<file path="src/rtl/mmio_requester.sv">
// mmio_requester: single-outstanding MMIO initiator. Takes one host command,
// issues a one-cycle request to the AFU, waits for ack or timeout, and returns
// read data, a parity check result and a timeout flag as a one-cycle response.

package mmio_pkg;

  // Request from the PSL side into the AFU (bit 0 is the most significant).
  typedef struct packed {
    logic        valid;
    logic        cfg;
    logic        read;
    logic        doubleword;
    logic [0:23] address;
    logic        address_parity;
    logic [0:63] data;
    logic        data_parity;
  } MMIOInterfaceInput;

  // Acknowledge and read data returned by the AFU.
  typedef struct packed {
    logic        ack;
    logic [0:63] data;
    logic        data_parity;
  } MMIOInterfaceOutput;

endpackage

module mmio_requester
  import mmio_pkg::*;
#(
  parameter int TIMEOUT_CYCLES = 1024
) (
  input  logic               clock,
  input  logic               reset_n,
  input  logic               req_valid,
  output logic               req_ready,
  input  logic               req_cfg,
  input  logic               req_read,
  input  logic               req_doubleword,
  input  logic [0:23]        req_address,
  input  logic [0:63]        req_data,
  output MMIOInterfaceInput  mmio_out,
  input  MMIOInterfaceOutput mmio_in,
  output logic               resp_valid,
  output logic [0:63]        resp_data,
  output logic               resp_parity_err,
  output logic               resp_timeout,
  output logic               stray_ack
);

  localparam int CNT_W = $clog2(TIMEOUT_CYCLES + 1);
  // Last counter value of the wait window; reaching it without ack aborts.
  localparam logic [CNT_W-1:0] CNT_LAST = CNT_W'(TIMEOUT_CYCLES - 1);
  localparam logic [CNT_W-1:0] CNT_MAX  = '1;

  typedef enum logic [1:0] {IDLE, ISSUE, WAIT, DONE} state_t;

  state_t            state_reg, state_next;
  MMIOInterfaceInput mmio_reg;
  logic [CNT_W-1:0]  cnt_reg;
  logic [CNT_W-1:0]  cnt_step;
  logic [0:63]       resp_data_reg;
  logic              resp_parity_err_reg;
  logic              resp_timeout_reg;
  logic              stray_reg;
  logic              accept;
  logic              ack_taken;
  logic              expire;
  logic [0:63]       wdata;
  logic [0:63]       rdata;

  // Counter saturates so it can never wrap back into the wait window.
  assign cnt_step  = (cnt_reg == CNT_MAX) ? cnt_reg : cnt_reg + CNT_W'(1);
  assign accept    = (state_reg == IDLE) && req_valid;
  assign ack_taken = (state_reg == WAIT) && mmio_in.ack;
  assign expire    = (state_reg == WAIT) && !mmio_in.ack && (cnt_step >= CNT_LAST);

  // Word writes replicate the low word into both halves of the data bus.
  assign wdata = req_read       ? 64'h0 :
                 req_doubleword ? req_data : {req_data[32:63], req_data[32:63]};
  // Word reads keep only the low word of the returned data.
  assign rdata = mmio_reg.doubleword ? mmio_in.data : {32'h0, mmio_in.data[32:63]};

  // State register.
  always_ff @(posedge clock or negedge reset_n) begin
    if (!reset_n) state_reg <= IDLE;
    else          state_reg <= state_next;
  end

  // Next-state and handshake outputs.
  always_comb begin
    state_next = state_reg;
    req_ready  = 1'b0;
    resp_valid = 1'b0;
    case (state_reg)
      IDLE: begin
        req_ready = 1'b1;
        if (req_valid) state_next = ISSUE;
      end
      ISSUE: state_next = WAIT;
      WAIT: if (ack_taken || expire) state_next = DONE;
      DONE: begin
        resp_valid = 1'b1;
        state_next = IDLE;
      end
      default: state_next = IDLE;
    endcase
  end

  // Request register: loaded on accept, valid lasts for the ISSUE cycle only.
  always_ff @(posedge clock or negedge reset_n) begin
    if (!reset_n) begin
      mmio_reg <= '0;
    end else begin
      mmio_reg.valid <= accept;
      if (accept) begin
        mmio_reg.cfg            <= req_cfg;
        mmio_reg.read           <= req_read;
        mmio_reg.doubleword     <= req_doubleword;
        mmio_reg.address        <= req_address;
        mmio_reg.address_parity <= ~^req_address;
        mmio_reg.data           <= wdata;
        mmio_reg.data_parity    <= ~^wdata;
      end
    end
  end

  // Timeout counter: cleared while issuing, counts during WAIT.
  always_ff @(posedge clock or negedge reset_n) begin
    if (!reset_n)                cnt_reg <= '0;
    else if (state_reg == ISSUE) cnt_reg <= '0;
    else if (state_reg == WAIT)  cnt_reg <= cnt_step;
  end

  // Response capture on ack (ack beats expiry) or on timeout.
  always_ff @(posedge clock or negedge reset_n) begin
    if (!reset_n) begin
      resp_data_reg       <= '0;
      resp_parity_err_reg <= 1'b0;
      resp_timeout_reg    <= 1'b0;
    end else if (ack_taken) begin
      resp_data_reg       <= mmio_reg.read ? rdata : 64'h0;
      resp_parity_err_reg <= mmio_reg.read && (mmio_in.data_parity != ~^mmio_in.data);
      resp_timeout_reg    <= 1'b0;
    end else if (expire) begin
      resp_data_reg       <= '0;
      resp_parity_err_reg <= 1'b0;
      resp_timeout_reg    <= 1'b1;
    end
  end

  // Any ack outside WAIT has no transaction to complete; flag it next cycle.
  always_ff @(posedge clock or negedge reset_n) begin
    if (!reset_n) stray_reg <= 1'b0;
    else          stray_reg <= mmio_in.ack && (state_reg != WAIT);
  end

  assign mmio_out        = mmio_reg;
  assign resp_data       = resp_valid ? resp_data_reg : 64'h0;
  assign resp_parity_err = resp_valid && resp_parity_err_reg;
  assign resp_timeout    = resp_valid && resp_timeout_reg;
  assign stray_ack       = stray_reg;

endmodule

</file>
<file path="config.mk">
export PLATFORM = sky130hd
export DESIGN_NAME = mmio_requester
export DESIGN_NICKNAME = d
export VERILOG_FILES = /design/src/rtl/mmio_requester.sv
export SDC_FILE = /design/constraint.sdc
export NUM_CORES = 1
export LEC_CHECK = 0
export ABC_AREA = 1
export CELL_PAD_IN_SITES_DETAIL_PLACEMENT = 0
export CELL_PAD_IN_SITES_GLOBAL_PLACEMENT = 2
export CORE_UTILIZATION = 25
export DETAILED_ROUTE_END_ITERATION = 16
export GPL_ROUTABILITY_DRIVEN = 0
export PLACE_DENSITY = 0.79
export SYNTH_ARGS = -nofsm -noshare
export SYNTH_HDL_FRONTEND = slang
export SYNTH_SLANG_ARGS = --single-unit
export TNS_END_PERCENT = 1
</file>
<file path="constraint.sdc">
create_clock -name clock -period 2.6 [get_ports clock]
set_clock_uncertainty 0.05 [all_clocks]
set_input_delay 0.65 -clock clock [delete_from_list [all_inputs] [get_ports clock]]
set_output_delay 0.65 -clock clock [all_outputs]
set_load 0.03 [all_outputs]
</file>
==> run_results.csv, run 1 <==
group,metric,value,unit
timing,setup_viol,0,
synth,synth_top_area_cell,"dfrtp_1",
synth,postSynth.asyncResetShare,1.00,
floorplanning,initial_core_util,0.256,
synth,netlist_area,10300,sq um
floorplanning,std_cell_rows,73,
grt,overflow,0,
clock_network,cts_tree,"done",
setup_path,cp-startpoint,"state_reg[1]$_DFFE_PN0P_",
cells_and_area,nets,2067,
timing,setup_slack,0.144,ns
setup_path,crit_slowest_cell,"dfrtp_2",
synth,netlist_top_cells_area,"dfrtp_1, nand2_1, inv_1",
synth,synth_edf_count,0,
setup_path,reg2reg_depth,17,
grt,grtUsageTotal,0.172,
timing,drv_slew,0,
cells_and_area,regArea,4360,sq um
floorplanning,chipWidth,205,um
cells_and_area,syn_to_final_growth,49.9,%
synth,netlist_instances,1513,
detailed_routing,vias_per_cell,4.26,
setup_path,required,1.90,ns
grt,grt_pass1_vias,10300,
power,ir_worst_vdd,0.478,mV
synth,synth_commonest_cells,"nand2_1, inv_1, dfrtp_1",
worst_hold_path,hold_path_class,"in -> async",
clock_network,numCtsBuffers,17,
detailed_routing,num_vias,10400,
timing,hold_viol_final,0,
flow_run,maxCapViolCount,0,
synth,synth_top_cell_area_share,0.423,
cells_and_area,final_util,0.384,
cells_and_area,fin_cells,2441,
setup_path,critPathLaunchType,"flop",
detailed_routing,drt_wl_total,35600,um
setup_path,r2r_slack,0.25,ns
setup_path,slowest_delay,0.41,ns
detailed_routing,first_iter_violations,586,
synth,synth.most_common_cell,"nand2_1",
timing,max_freq,407,MHz
synth,syn_area_per_cell,6.80,sq um
cells_and_area,largest_register_ffs,94,
floorplanning,die_h,205,um
grt,grt_max_degree,68,
synth,syn-num-nets,1678,
synth,synth_flop_cell,"dfrtp_1",
timing,max-slew-margin-rel,0.692,
clock_network,ctsLongestPathBuffers,2,
timing,tightestPinTransition,0.459,ns
place,io_buffers,322,
detailed_routing,dr.pass1.iters,5,
floorplanning,ioPinCount,323,
run_status,status,"finished, final reports clean",
synth,yosys_warnings,0,
clock_network,clkLatencyLatePin,0.44,ns
clock_network,cts_sinks,174,
setup_path,arrival,1.76,ns
timing,fin_setup_tns,0,ns
setup_path,cp.depth,5,
detailed_routing,drc,0,
place,dpl.hpwl,27000,um
cells_and_area,fillerInstances,4300,
cells_and_area,drive_gt1_frac,0.116,
floorplanning,core_area,40200,sq um
grt,antenna_found_initial,4,
setup_path,critical_path.endpoint_type,"output port",
detailed_routing,ant_nets,0,
setup_path,crit_path_end,"resp_data[29]",
floorplanning,die_area,42000,sq um
setup_path,path_max_fanout,40,
timing,final.period_utilization,0.945,
clock_network,htreeDepth,4,
clock_network,cts.reportedPaths.clkPinSlew,0.07,ns
synth,ys_seq_elements,174,
clock_network,clockRootBuffer,"clkbuf_16",
setup_path,rr_startpoint,"cnt_reg[0]$_DFFE_PN0P_",
timing,rsz0062_at_grt,"true",
setup_path,crit-reg2reg-capture,"resp_data_reg[1]$_DFFE_PN0P_",
synth,ys_seq_area_frac,0.423,
timing,period_needed,2.46,ns
cells_and_area,multiInputGateArea,4990,sq um
place,dp_slack,-0.265,ns
setup_path,worst-setup-path-type,"reg -> out",
power,power_density,914,nW/um^2
grt,grt_pass1_wl,56100,um
place,place_inst,2407,
setup_path,path_buf_inv,3,
power,leakagePower,8.29,nW
power,power,14.1,mW
setup_path,critPathTopFamily,"buffers and inverters",
detailed_routing,wl_per_cell,14.6,um
synth,ys_types,28,
setup_path,crit_chain,"ha_4 > buf_12 > nand2_1 > inv_1 > clkdlybuf4s15_1",
[worst min-delay path by stage]
stage                                        from                             to  slack [ns]  cells past startpoint
floorplan                                 reset_n         cnt_reg[0]$_DFFE_PN0P_        0.30                      0
global placement    resp_data_reg[39]$_DFFE_PN0P_  resp_data_reg[39]$_DFFE_PN0P_        0.40                      2
detailed placement  resp_data_reg[30]$_DFFE_PN0P_  resp_data_reg[30]$_DFFE_PN0P_        0.41                      2
CTS                                       reset_n  resp_data_reg[53]$_DFFE_PN0P_        0.09                      1
global route                              reset_n  resp_data_reg[53]$_DFFE_PN0P_        0.09                      1
finish                                    reset_n  resp_data_reg[53]$_DFFE_PN0P_        0.08                      1
[cell type report]
| class | instances | share of cell area |
|---|---|---|
| inverter | 184 | 0.0448 |
| antenna | 1 | 0.000162 |
| multi-input combinational | 1089 | 0.324 |
| clock buffer | 21 | 0.0311 |
| timing repair buffer | 436 | 0.268 |
| clock inverter | 11 | 0.00689 |
| tap | 525 | 0.0426 |
| sequential | 174 | 0.282 |
[worst reg2reg max path, delay by kind of cell, from the launching register on]
kind	cells	cell delay [ns]
adders and majority gates	1	0.18
and+or+nand+nor	12	1.22
DFF	1	0.39
AOI/OAI and AO/OA	1	0.10
buffers and inverters	3	0.33
[placed cells by master, fill, tap and decap left out, types with 3 or more instances in the layout]
| cell type | instances |
|---|---|
| clkdlybuf4s15_2 | 21 |
| nand2_1 | 732 |
| buf_12 | 15 |
| nand4_1 | 3 |
| o22ai_1 | 7 |
| dlygate4sd2_1 | 9 |
| inv_2 | 6 |
| buf_4 | 101 |
| clkbuf_2 | 27 |
| clkinvlp_4 | 6 |
| clkdlybuf4s15_1 | 9 |
| clkbuf_8 | 5 |
| clkbuf_16 | 17 |
| nand3_1 | 97 |
| nor2_1 | 51 |
| o21ai_0 | 58 |
| clkdlybuf4s50_1 | 251 |
| o31ai_1 | 16 |
| inv_1 | 178 |
| a21oi_1 | 10 |
| xnor2_1 | 70 |
| ha_1 | 4 |
| dfrtp_1 | 172 |
| xor2_1 | 23 |
[layer usage]
metal / vias to the layer above / GRT usage / share of wire
met5: - / 0 / 0.0013
met4: 6 / 0.0341 / 0.010
met3: 21 / 0.0527 / 0.075
met2: 294 / 0.265 / 0.44
met1: 4727 / 0.237 / 0.48
li1: 5352 / - / -
[report_power, final]
| group | switching (mW) | internal [mW] |
|---|---|---|
| combinational | 4.28 | 2.71 |
| clock | 1.18 | 1.43 |
| sequential | 0.677 | 3.82 |
[stage by stage]
step	instance area, sq um	hold WS (ns)
after global routing	15400	0.0946
after detailed placement	14900	0.408
after floorplan	10300	0.304
final	15400	0.0821
after global placement	14900	0.404
after CTS	15500	0.0854
[logic make-up (layout without fill, tap and decap cells)]
kind of cell | Yosys count | in the layout | share of synthesized area
fa+ha+maj | 5 | 5 | 0.00608
xor+xnor | 95 | 95 | 0.0808
other cells | 0 | 1 | 0
flops | 174 | 174 | 0.423
buf+inv | 250 | 652 | 0.0967
compound gates | 95 | 95 | 0.0515
simple gates | 894 | 894 | 0.342
[timing repair]
action	CTS	global route
hold buffers	0	0
buffers inserted	0	1
gates resized for setup	144	38
endpoints found under the setup margin	66	125
No activity file was read; power rests on OpenSTA's default activity.
==> run 2: changes to the inputs <==
Settings changed: CTS_CLUSTER_DIAMETER set to 80, RECOVER_POWER set to 100.
==> run 2 against run 1 <==
- wire length is 0.21% lower
- critical path depth unchanged
- non-clock buffer count unchanged
- core utilization decreased by 0.093 points
- final area is 0.24% lower
- clock power about the same
- worst hold slack improved by 0.31 ns
- largest power group unchanged
==> run_results.csv, run 2 (synthesized netlist as in run 1, its figures left out) <==
group,metric,value,unit
place,dp_slack,-0.265,ns
detailed_routing,first_iter_violations,552,
timing,rsz0062_at_grt,"true",
cells_and_area,nets,2067,
detailed_routing,vias_per_cell,4.26,
power,p_sw,6.14,mW
setup_path,critical_path.endpoint_type,"output port",
clock_network,cts.reportedPaths.clkPinSlew,0.07,ns
setup_path,path_max_fanout,40,
power,power_frac_comb,0.495,
cells_and_area,multiInputGateArea,4990,sq um
timing,hold_viol_final,0,
power,leakagePower,8.28,nW
setup_path,arrival,1.79,ns
flow_run,maxCapViolCount,0,
detailed_routing,drt_wl_total,35500,um
cells_and_area,regArea,4360,sq um
cells_and_area,fillerInstances,4306,
clock_network,htreeDepth,4,
cells_and_area,largest_register_ffs,94,
power,switching_share,0.436,
floorplanning,ioPinCount,323,
timing,max-slew-margin-rel,0.175,
cells_and_area,final_common_cell,"nand2_1",
power,ir_worst_vdd,0.478,mV
setup_path,worst-setup-path-type,"reg -> out",
floorplanning,std_cell_rows,73,
run_status,status,"finished, final reports clean",
clock_network,clkLatencyLatePin,0.44,ns
floorplanning,initial_core_util,0.256,
cells_and_area,design_area,15400,sq um
power,p_int,7.95,mW
place,postPlaceCellArea,14900,sq um
cells_and_area,final_util,0.383,
detailed_routing,drc,0,
cells_and_area,fin_cells,2441,
detailed_routing,ant_nets,0,
timing,final.period_utilization,0.956,
power,p_clk_frac,0.185,
floorplanning,die_h,205,um
floorplanning,chipWidth,205,um
detailed_routing,dr.pass1.iters,5,
timing,period_needed,2.49,ns
cells_and_area,mostFrequentLayoutCells,"nand2_1, clkdlybuf4s50_1, inv_1, dfrtp_1, buf_4",
detailed_routing,num_vias,10400,
clock_network,ctsLongestPathBuffers,2,
grt,grt_max_degree,68,
floorplanning,core_area,40200,sq um
timing,setup_viol,0,
clock_network,hold_buffers,0,
grt,grt_pass1_vias,10300,
worst_hold_path,hold_path_class,"in -> async",
power,power_density,915,nW/um^2
timing,setup_slack,0.114,ns
timing,tightestPinTransition,1.24,ns
clock_network,cts_tree,"done",
cells_and_area,syn_to_final_growth,49.5,%
timing,drv_slew,0,
detailed_routing,wl_per_cell,14.5,um
clock_network,cts_sinks,174,
floorplanning,die_area,42000,sq um
setup_path,critPathLaunchType,"flop",
timing,max_freq,402,MHz
clock_network,clockRootBuffer,"clkbuf_16",
cells_and_area,drive_gt1_frac,0.115,
grt,overflow,0,
place,dpl.hpwl,27000,um
clock_network,numCtsBuffers,17,
place,place_inst,2407,
grt,grtUsageTotal,0.172,
power,pwr-share-seq,0.319,
place,io_buffers,322,
setup_path,required,1.90,ns
grt,grt_pass1_wl,56100,um
grt,antenna_found_initial,4,
[run 2: through the flow]
step	TNS [ns]	power (mW)	hold slack, ns
final	0	14.1	0.387
after global routing	-0.312	15.1	0.439
after CTS	0	14.3	0.0854
after detailed placement	-0.269	11.7	0.408
after global placement	-0.276	11.6	0.404
after floorplan	0	8.49	0.304
[run 2: what timing repair did]
| item | 4_1_cts | 5_1_grt |
|---|---|---|
| endpoints found under the setup margin | 66 | 125 |
| resized for setup | 144 | 38 |
| buffers inserted | 0 | 1 |
[run 2: worst paths after layout]
kind / slack, ns / to / start / depth (start not counted)
min in group clock: 0.42 / resp_data_reg[33]$_DFFE_PN0P_ / resp_data_reg[33]$_DFFE_PN0P_ / 2
worst min register to register: 0.42 / resp_data_reg[33]$_DFFE_PN0P_ / resp_data_reg[33]$_DFFE_PN0P_ / 2
worst max-delay path: 0.11 / resp_data[29] / state_reg[0]$_DFFE_PN0P_ / 5
worst max register to register: 0.25 / resp_data_reg[1]$_DFFE_PN0P_ / cnt_reg[0]$_DFFE_PN0P_ / 15
worst min-delay path: 0.39 / resp_data_reg[53]$_DFFE_PN0P_ / reset_n / 1
max in group asynchronous: 0.47 / state_reg[1]$_DFFE_PN0P_ / reset_n / 2
[run 2: power by group through the flow]
stage,logic [mW],clock network (mW),registers [mW]
detailed placement,7.13,0,4.52
global placement,7.10,0,4.52
finish,6.98,2.61,4.50
global route,7.66,2.83,4.65
CTS,7.09,2.72,4.51
floorplan,2.83,0,5.66
[run 2: worst max-delay path, cell delays in order, from the launching register on]
cell and delay [ns]:
dfrtp_1 0.42, ha_4 0.19, buf_12 0.21, nand2_1 0.09
inv_1 0.05, clkdlybuf4s15_1 0.36
[run 2: metal layers]
layer | wire length, um | global-route usage | vias to the layer above | part of all wire
met3 | 2610 | 0.0527 | 21 | 0.074
met1 | 17000 | 0.237 | 4724 | 0.48
met5 | 45 | 0 | - | 0.0013
met2 | 15500 | 0.265 | 301 | 0.44
li1 | - | - | 5352 | -
met4 | 356 | 0.0341 | 6 | 0.010
[run 2: cell type report]
| cell class | count | area share |
|---|---|---|
| multi-input combinational | 1089 | 0.324 |
| sequential | 174 | 0.283 |
| timing repair buffer | 436 | 0.267 |
| inverter | 184 | 0.0449 |
| tap | 525 | 0.0427 |
| clock buffer | 21 | 0.0312 |
| clock inverter | 11 | 0.00691 |
| antenna | 1 | 0.000163 |
==> run 3: changes to the inputs <==
Settings changed: CORE_MARGIN set to 1.5.
Clock period 2.6 ns to 2.8 ns, I/O delays scaled along.
==> run 3 against run 2 <==
- the flow now finishes with violations (max-capacitance violations, max-slew violations)
- register-to-register slack improved by 0.07 ns
- sequential share of layout area increased by 0.50 points
- worst setup slack got worse by 0.025 ns
- final cell count decreased by 1.1%
- critical path depth unchanged
- clock power increased by 3%
==> run_results.csv, run 3 (synthesized netlist as in run 1, its figures left out) <==
group,metric,value,unit
run_status,status,"finished with violations",
run_status,violations,"max-capacitance violations, max-slew violations",
floorplanning,die_area,42400,sq um
setup_path,critPathLaunchType,"flop",
cells_and_area,drive_gt1_frac,0.0670,
place,place_inst,2380,
clock_network,htreeDepth,4,
grt,grtUsageTotal,0.172,
grt,grt_pass1_wl,56000,um
grt,antenna_found_initial,5,
flow_run,maxCapViolCount,1,
floorplanning,die_h,206,um
setup_path,crit_chain,"ha_2 > clkbuf_16 > nand2_1 > inv_1 > dlygate4sd2_1",
power,ir_worst_vdd,0.462,mV
clock_network,cts_sinks,174,
setup_path,path_buf_inv,3,
timing,drv_slew,54,
floorplanning,ioPinCount,323,
clock_network,clkLatencyLatePin,0.45,ns
clock_network,clockRootBuffer,"clkbuf_16",
timing,max_freq,369,MHz
setup_path,slowest_delay,0.41,ns
grt,overflow,0,
cells_and_area,final_common_cell,"nand2_1",
floorplanning,chipWidth,206,um
power,leakagePower,8.47,nW
detailed_routing,num_vias,10300,
detailed_routing,vias_per_cell,4.27,
power,power,13.0,mW
clock_network,cts_setup_buffers,0,
setup_path,worst-setup-path-type,"reg -> out",
detailed_routing,wl_per_cell,15.1,um
clock_network,ctsLongestPathBuffers,2,
detailed_routing,dr.pass1.iters,5,
place,dpl.hpwl,27100,um
cells_and_area,nets,2033,
cells_and_area,syn_to_final_growth,46.9,%
detailed_routing,first_iter_violations,525,
setup_path,required,2.05,ns
clock_network,numCtsBuffers,17,
worst_hold_path,hold_path_class,"reg -> reg",
cells_and_area,largest_register_ffs,94,
setup_path,cp-startpoint,"state_reg[1]$_DFFE_PN0P_",
place,io_buffers,322,
setup_path,rr_startpoint,"cnt_reg[0]$_DFFE_PN0P_",
detailed_routing,ant_nets,0,
grt,grt_pass1_vias,10100,
power,power_density,858,nW/um^2
setup_path,critPathTopFamily,"buffers and inverters",
floorplanning,std_cell_rows,74,
setup_path,critical_path.endpoint_type,"output port",
timing,hold_viol_final,0,
detailed_routing,drt_wl_total,36500,um
clock_network,cts.reportedPaths.clkPinSlew,0.08,ns
setup_path,arrival,1.96,ns
grt,grt_max_degree,68,
floorplanning,core_area,40700,sq um
timing,period_needed,2.71,ns
timing,setup_viol,0,
floorplanning,initial_core_util,0.253,
timing,final.period_utilization,0.968,
clock_network,cts_tree,"done",
timing,max-slew-margin-rel,-0.0193,
clock_network,hold_buffers,0,
cells_and_area,fin_cells,2413,
cells_and_area,mostFrequentLayoutCells,"nand2_1, inv_1, dfrtp_1, clkdlybuf4s50_1, nand3_1",
setup_path,crit_slowest_cell,"dfrtp_1",
timing,tightestPinTransition,1.53,ns
cells_and_area,antenna_cells,0,
worst_hold_path,hp-start,"resp_data_reg[23]$_DFFE_PN0P_",
detailed_routing,drc,0,
setup_path,path_max_fanout,33,
[run 3: cell types whose count changed in the layout (fill, tap and decap cells not counted), moves of 4 or more]
cell             change
dlygate4sd3_1       +96
buf_12               -5
dlygate4sd2_1       +44
clkbuf_8             -4
clkbuf_2            -20
clkdlybuf4s50_1     -95
clkdlybuf4s15_2     -21
buf_4               -38
[run 3: timing repair]
action / in CTS / in global routing
resized for setup: 69 / 15
cloned: 0 / 1
setup endpoints to repair: 67 / 58
[run 3: layer usage]
layer / vias to the layer above / wire length (um) / global-route usage
li1: 5274 / - / -
met1: 4708 / 16800 / 0.231
met2: 288 / 16300 / 0.270
met3: 25 / 2940 / 0.0522
met4: 6 / 425 / 0.0409
met5: - / 28 / 0
[run 3: final timing paths]
kind | cells past startpoint | slack [ns] | to
worst max-delay path | 5 | 0.09 | resp_data[54]
worst min register to register | 2 | 0.42 | resp_data_reg[23]$_DFFE_PN0P_
min in group asynchronous | 1 | 0.58 | mmio_out[43]$_DFFE_PN0P_
max in group asynchronous | 2 | 0.54 | mmio_out[66]$_DFFE_PN0P_
worst min-delay path | 2 | 0.42 | resp_data_reg[23]$_DFFE_PN0P_
worst max register to register | 15 | 0.32 | resp_data_reg[3]$_DFFE_PN0P_
[run 3: metrics by stage]
step | area (sq um) | setup TNS, ns | worst slack (ns) | hold slack (ns) | util
global route | 15100 | -0.0103 | -0.00975 | 0.437 | 0.371
finish | 15100 | 0 | 0.0889 | 0.421 | 0.371
floorplan | 10300 | 0 | 0.446 | 0.354 | -
CTS | 15200 | 0 | 0.00526 | 0.174 | 0.373
detailed placement | 14600 | -0.0933 | -0.0933 | 0.409 | 0.359
global placement | 14600 | -0.0688 | -0.0688 | 0.404 | 0.359
[run 3: layout make-up]
| cell class | instances | area [sq um] |
|---|---|---|
| clock buffers | 17 | 425 |
| fillers | 4398 | 25600 |
| repair buffers | 402 | 3830 |
| inverters | 184 | 691 |
| well taps | 532 | 666 |
| clock inverters | 15 | 208 |
| flip-flops and latches | 174 | 4350 |
| multi-input cells | 1089 | 4940 |
[run 3: power by group]
part / internal [mW] / switching, mW
registers: 3.55 / 0.611
logic: 2.18 / 3.96
clock network: 1.51 / 1.17
total: 7.24 / 5.74
[run 3: worst register-to-register path, cell delays in order (launching register included)]
cell,delay (ns)
dfrtp_1,0.41
ha_1,0.19
nand2_1,0.05
inv_1,0.11
nand3_1,0.18
nor2_4,0.18
nand2_4,0.12
xor2_1,0.21
nand2_1,0.08
nor2_1,0.10
nand3_1,0.09
nand2_1,0.08
nand2_2,0.09
buf_12,0.21
nand2_1,0.15
nand2_1,0.05
==> patch 1: new RTL, settings of run 3 <==
The 4 states of `state_t` get a one-hot encoding in 4 bits.
--- a/src/rtl/mmio_requester.sv
+++ b/src/rtl/mmio_requester.sv
@@ -54,5 +54,5 @@
   localparam logic [CNT_W-1:0] CNT_MAX  = '1;
 
-  typedef enum logic [1:0] {IDLE, ISSUE, WAIT, DONE} state_t;
+  typedef enum logic [3:0] {IDLE = 4'b0001, ISSUE = 4'b0010, WAIT = 4'b0100, DONE = 4'b1000} state_t;
 
   state_t            state_reg, state_next;
Formal check against the unedited RTL: no difference found for any inputs over 10 cycles, from zero or initial values and one cycle with reset_n low; not proved beyond that.
==> patch 1 against run 3 <==
- the flow still finishes with violations (max-capacitance violations, max-slew violations)
- routed wire length rose by 6.2%
- cell count rose by 5.7%
- first-iteration DRC count rose by 4.8%
- hold slack improved by 3.5 ps
- non-clock buffer count rose by 2
- global-route usage rose by 0.50 points
- setup slack improved by 66 ps
- via count rose by 5.3%
- total power fell by 7.4%
- sequential cell count rose by 2
- final area rose by 2.5%
- area after synthesis rose by 6.1%
- critical endpoint unchanged
- highest routed layer unchanged
==> patch 1: results (changes against run 3) <==
- Run status: finished with violations (unchanged)
- Failing checks: max-capacitance violations, max-slew violations (unchanged)
- VDD IR-drop max: 473 uV (was 462 uV)
- Drt pass-1 iters: 5 (unchanged)
- Placed Instance Area: 0.0153 sq mm (was 0.0146 sq mm)
- Ys async rst share: 100% (unchanged)
- Clk slew on worst S/H paths: 70 ps
- First-pass GRT wire length: 60200 um (was 56000 um)
- H-tree depth: 4 (unchanged)
- Top Layer Used: met5 (unchanged)
- DPL Wire Length: 29900 um (was 27100 um)
- Transition time at the pin with the least slew margin: 1870 ps (was 1530 ps)
- Static Leak: 0.00819 uW (was 0.00847 uW)
- Synthesized Nets: 1750 (was 1678)
- Met1 Wirelength: 16900 um (was 16800 um)
- Largest net degree at the start of global routing: 94 (was 68)
- Largest cells by area after synthesis: dfrtp_1 40%, nand2_1 25%, inv_1 5.5%, xnor2_1 4.2%, o21ai_2 4.0% (was dfrtp_1 42%, nand2_1 27%, inv_1 6.6%, xnor2_1 6.0%, nand3_1 4.8%)
- Iter 0 DRT Violations: 550 (was 525)
- Max reg flops: 94 (unchanged)
- HP Class: register to register (unchanged)
- CTS buffer count: 17 (unchanged)
- WL met3: 2710 um (was 2940 um)
- Final nets: 2111 (was 2033)
- DR vias: 10.9k (was 10.3k)
- Share of cells above drive strength 1: 9.02% (was 6.70%)
- Max-cap check violation count: 1 (unchanged)
- Final slew viol count: 62 (was 54)
- Skew-Pair Late Insertion Delay: 480 ps (was 450 ps)
- Placed insts: 2516 (was 2380)
- Longest Clk Path Bufs: 2 (unchanged)
- Input/output buffers: 322 (unchanged)
- Syn. warnings: 0 (unchanged)
- GR Util All Layers: 17.7% (was 17.2%)
- Final setup fails: 0 (unchanged)
- Met2 WL: 18500 um (was 16300 um)
- CTS root buf: clkbuf_16 (unchanged)
- Vias in the first global route: 10.6k (was 10.1k)
- Post-synth top cells: 721 x nand2_1, 175 x dfrtp_1, 161 x inv_1, 116 x nor2_1, 86 x o21ai_0 (was 734 x nand2_1, 180 x inv_1, 174 x dfrtp_1, 98 x nand3_1, 70 x xnor2_1)
- Cell variety after synth: 35 (was 28)
- Sequential area share after synthesis: 40.3% (was 42.3%)
- Initial antenna violation count: 10 (was 5)
- Place WS: -108 ps (was -93.3 ps)
- Internal: 6950 uW (was 7240 uW)
- Wire length per cell: 15.2 um (was 15.1 um)
- Max Fanout on Critical Path: 37 (was 33)
- Vias/cell: 4.26 (was 4.27)
- Cells after synthesis: 1589 (was 1513)
- Post-CTS Setup Inserts: 0 (unchanged)
## patch 1: through the flow
step                      hold slack (ps)  setup TNS, ps  util [%]
final                                 425              0      36.0
after global routing                  445              0      36.0
after CTS                             160          -94.0      36.8
after detailed placement              415           -108      35.4
after global placement                414          -84.4      35.4
after floorplan                       354              0         -
## patch 1: routing by layer
| metal | GRT usage [%] | up-vias |
|---|---|---|
| li1 | - | 5586 |
| met1 | 21.2 | 4957 |
| met2 | 29.8 | 253 |
| met3 | 6.10 | 40 |
| met4 | 5.27 | 16 |
| met5 | 0 | - |
## patch 1: area by class of cell
class | count | area, sq um
fillers | 4658 | 27600
multi-input cells | 1186 | 5420
flip-flops and latches | 176 | 4410
repair buffers | 404 | 3710
well taps | 585 | 732
inverters | 165 | 619
clock buffers | 19 | 433
clock inverters | 13 | 175
diodes | 2 | 5.00
## patch 1: final timing paths
path | depth (start not counted) | end | slack, ps | startpoint
worst max-delay path | 6 | resp_data[54] | 150 | state_reg[0]$_DFFE_PN1P_
worst min-delay path | 2 | mmio_out[8]$_DFFE_PN0P_ | 420 | mmio_out[8]$_DFFE_PN0P_
worst max register to register | 15 | resp_data_reg[20]$_DFFE_PN0P_ | 220 | cnt_reg[0]$_DFFE_PN0N_
worst min register to register | 2 | mmio_out[8]$_DFFE_PN0P_ | 420 | mmio_out[8]$_DFFE_PN0P_
max in group asynchronous | 2 | mmio_out[39]$_DFFE_PN0P_ | 450 | reset_n
min in group asynchronous | 1 | resp_data_reg[20]$_DFFE_PN0P_ | 670 | reset_n
## patch 1: timing repair
item                                    CTS  global route
gates resized for setup                  24             8
endpoints found under the setup margin   54            37
gates cloned                              0             0
## patch 1: power by group through the flow
stage | sequential [uW] | combinational, uW | clock, uW
after floorplan | 5260 | 2230 | 0
after global placement | 4150 | 5810 | 0
after detailed placement | 4160 | 5860 | 0
after CTS | 4130 | 5880 | 2740
after global routing | 4210 | 5870 | 2810
final | 4070 | 5340 | 2600
## patch 1: worst max-delay path, cell delays in order, from the launching register on
cell and delay, ps:
dfstp_1 550, nor2_1 60, nand3_2 80, buf_12 210, buf_12 210, nor2_1 80, buf_4 170
## patch 1: cell families after synthesis
family	after synthesis	share of synthesized area (%)
simple gates	938	34.2
buf+inv	227	8.97
fa+ha+maj	1	0.115
mux	1	0.0916
flops	176	40.3
compound gates	155	9.04
xor+xnor	91	7.30
==> patch 2: new RTL, flow settings as in run 3 <==
Made on the original files. Set the parameter `TIMEOUT_CYCLES` to 512 (it was 1024).
--- a/src/rtl/mmio_requester.sv
+++ b/src/rtl/mmio_requester.sv
@@ -29,5 +29,5 @@
   import mmio_pkg::*;
 #(
-  parameter int TIMEOUT_CYCLES = 1024
+  parameter int TIMEOUT_CYCLES = 512
 ) (
   input  logic               clock,
Formal check against the unedited RTL: same outputs for any inputs over 10 cycles, from zero or initial values and one cycle with reset_n low; that may be too few to reach the edited logic, so the function may still have changed.
==> patch 2 against run 3 <==
- sequential share of layout area down 1.1 points
- largest cell class unchanged
- total power fell by 2.9%
- sequential cell count shrank 1
- highest routed layer unchanged
- final area is 3.2% higher
- via count up 6.0%
- die area increased by 4.9%
- clock power is 7.8% lower
- area after synthesis is 5.0% higher
- hold slack got worse by 9.6 ps
- synthesized cell count is 5.2% higher
- setup slack gained 26 ps
- sequential power is 3% lower
- routed wire length is 5.6% higher
==> patch 2: results (changes against run 3) <==
- Share of cells above drive strength 1: 7.64% (was 6.70%)
- WL met3: 2880 um (was 2940 um)
- Run status: finished clean (was finished with violations)
- P_seq: 4020 uW (was 4160 uW)
- Clock power frac: 19.7% (was 20.7%)
- Place WS: -160 ps (was -93.3 ps)
- Iter 0 DRT Violations: 537 (was 525)
- FF/Latch Area: 0.00433 sq mm (was 0.00435 sq mm)
- Static Leak: 0.00874 uW (was 0.00847 uW)
- Seq/total area: 27.7% (was 28.8%)
- Vias/cell: 4.27 (about the same)
- Synth Area in Compound Gates: 5.26% (was 5.15%)
- Placed insts: 2521 (was 2380)
- Fill cell count: 4576 (was 4398)
- Met1 GRT Util: 21.5% (was 23.1%)
- Clk tree area frac: 3.72% (was 4.19%)
- HP Class: primary input to asynchronous set/reset pin (was register to register)
- Cell variety after synth: 33 (was 28)
- GR Layer Usage met3: 6.94% (was 5.22%)
- VDD IR-drop max: 443 uV (was 462 uV)
- Tap cells: 577 (was 532)
- Multi-input gate share of total cell area: 33.8% (was 32.7%)
- DPL Wire Length: 29500 um (was 27100 um)
- First-pass GRT wire length: 60500 um (was 56000 um)
- Max Fanout on Critical Path: 44 (was 33)
- Routed Wire Length: 38500 um (was 36500 um)
- Vias in the first global route: 10.9k (was 10.1k)
patch 2: cell types whose count changed after synthesis, sizes merged, moves of 4 or more:
cell          run 3  this run
a21oi            10         5
inv             184       188
nand2           735       757
nand3            99       135
o21ai            61        93
o31ai            16         4
xnor2            70        64
patch 2: what timing repair did:
item	CTS	global route
setup endpoints to repair	67	21
pin swaps	0	0
gates cloned	0	0
gates resized for setup	67	29
patch 2: path summary, 6_finish.rpt:
check	cells after the start	slack [ps]	endpoint	from
setup / recovery	5	110	resp_data[48]	state_reg[1]$_DFFE_PN0P_
hold / removal	1	410	resp_data_reg[16]$_DFFE_PN0P_	reset_n
setup reg to reg	5	270	mmio_out[47]$_DFFE_PN0P_	state_reg[0]$_DFFE_PN0P_
hold reg to reg	2	430	mmio_out[1]$_DFFE_PN0P_	mmio_out[1]$_DFFE_PN0P_
max in group asynchronous	2	630	mmio_out[52]$_DFFE_PN0P_	reset_n
min in group clock	2	430	mmio_out[1]$_DFFE_PN0P_	mmio_out[1]$_DFFE_PN0P_
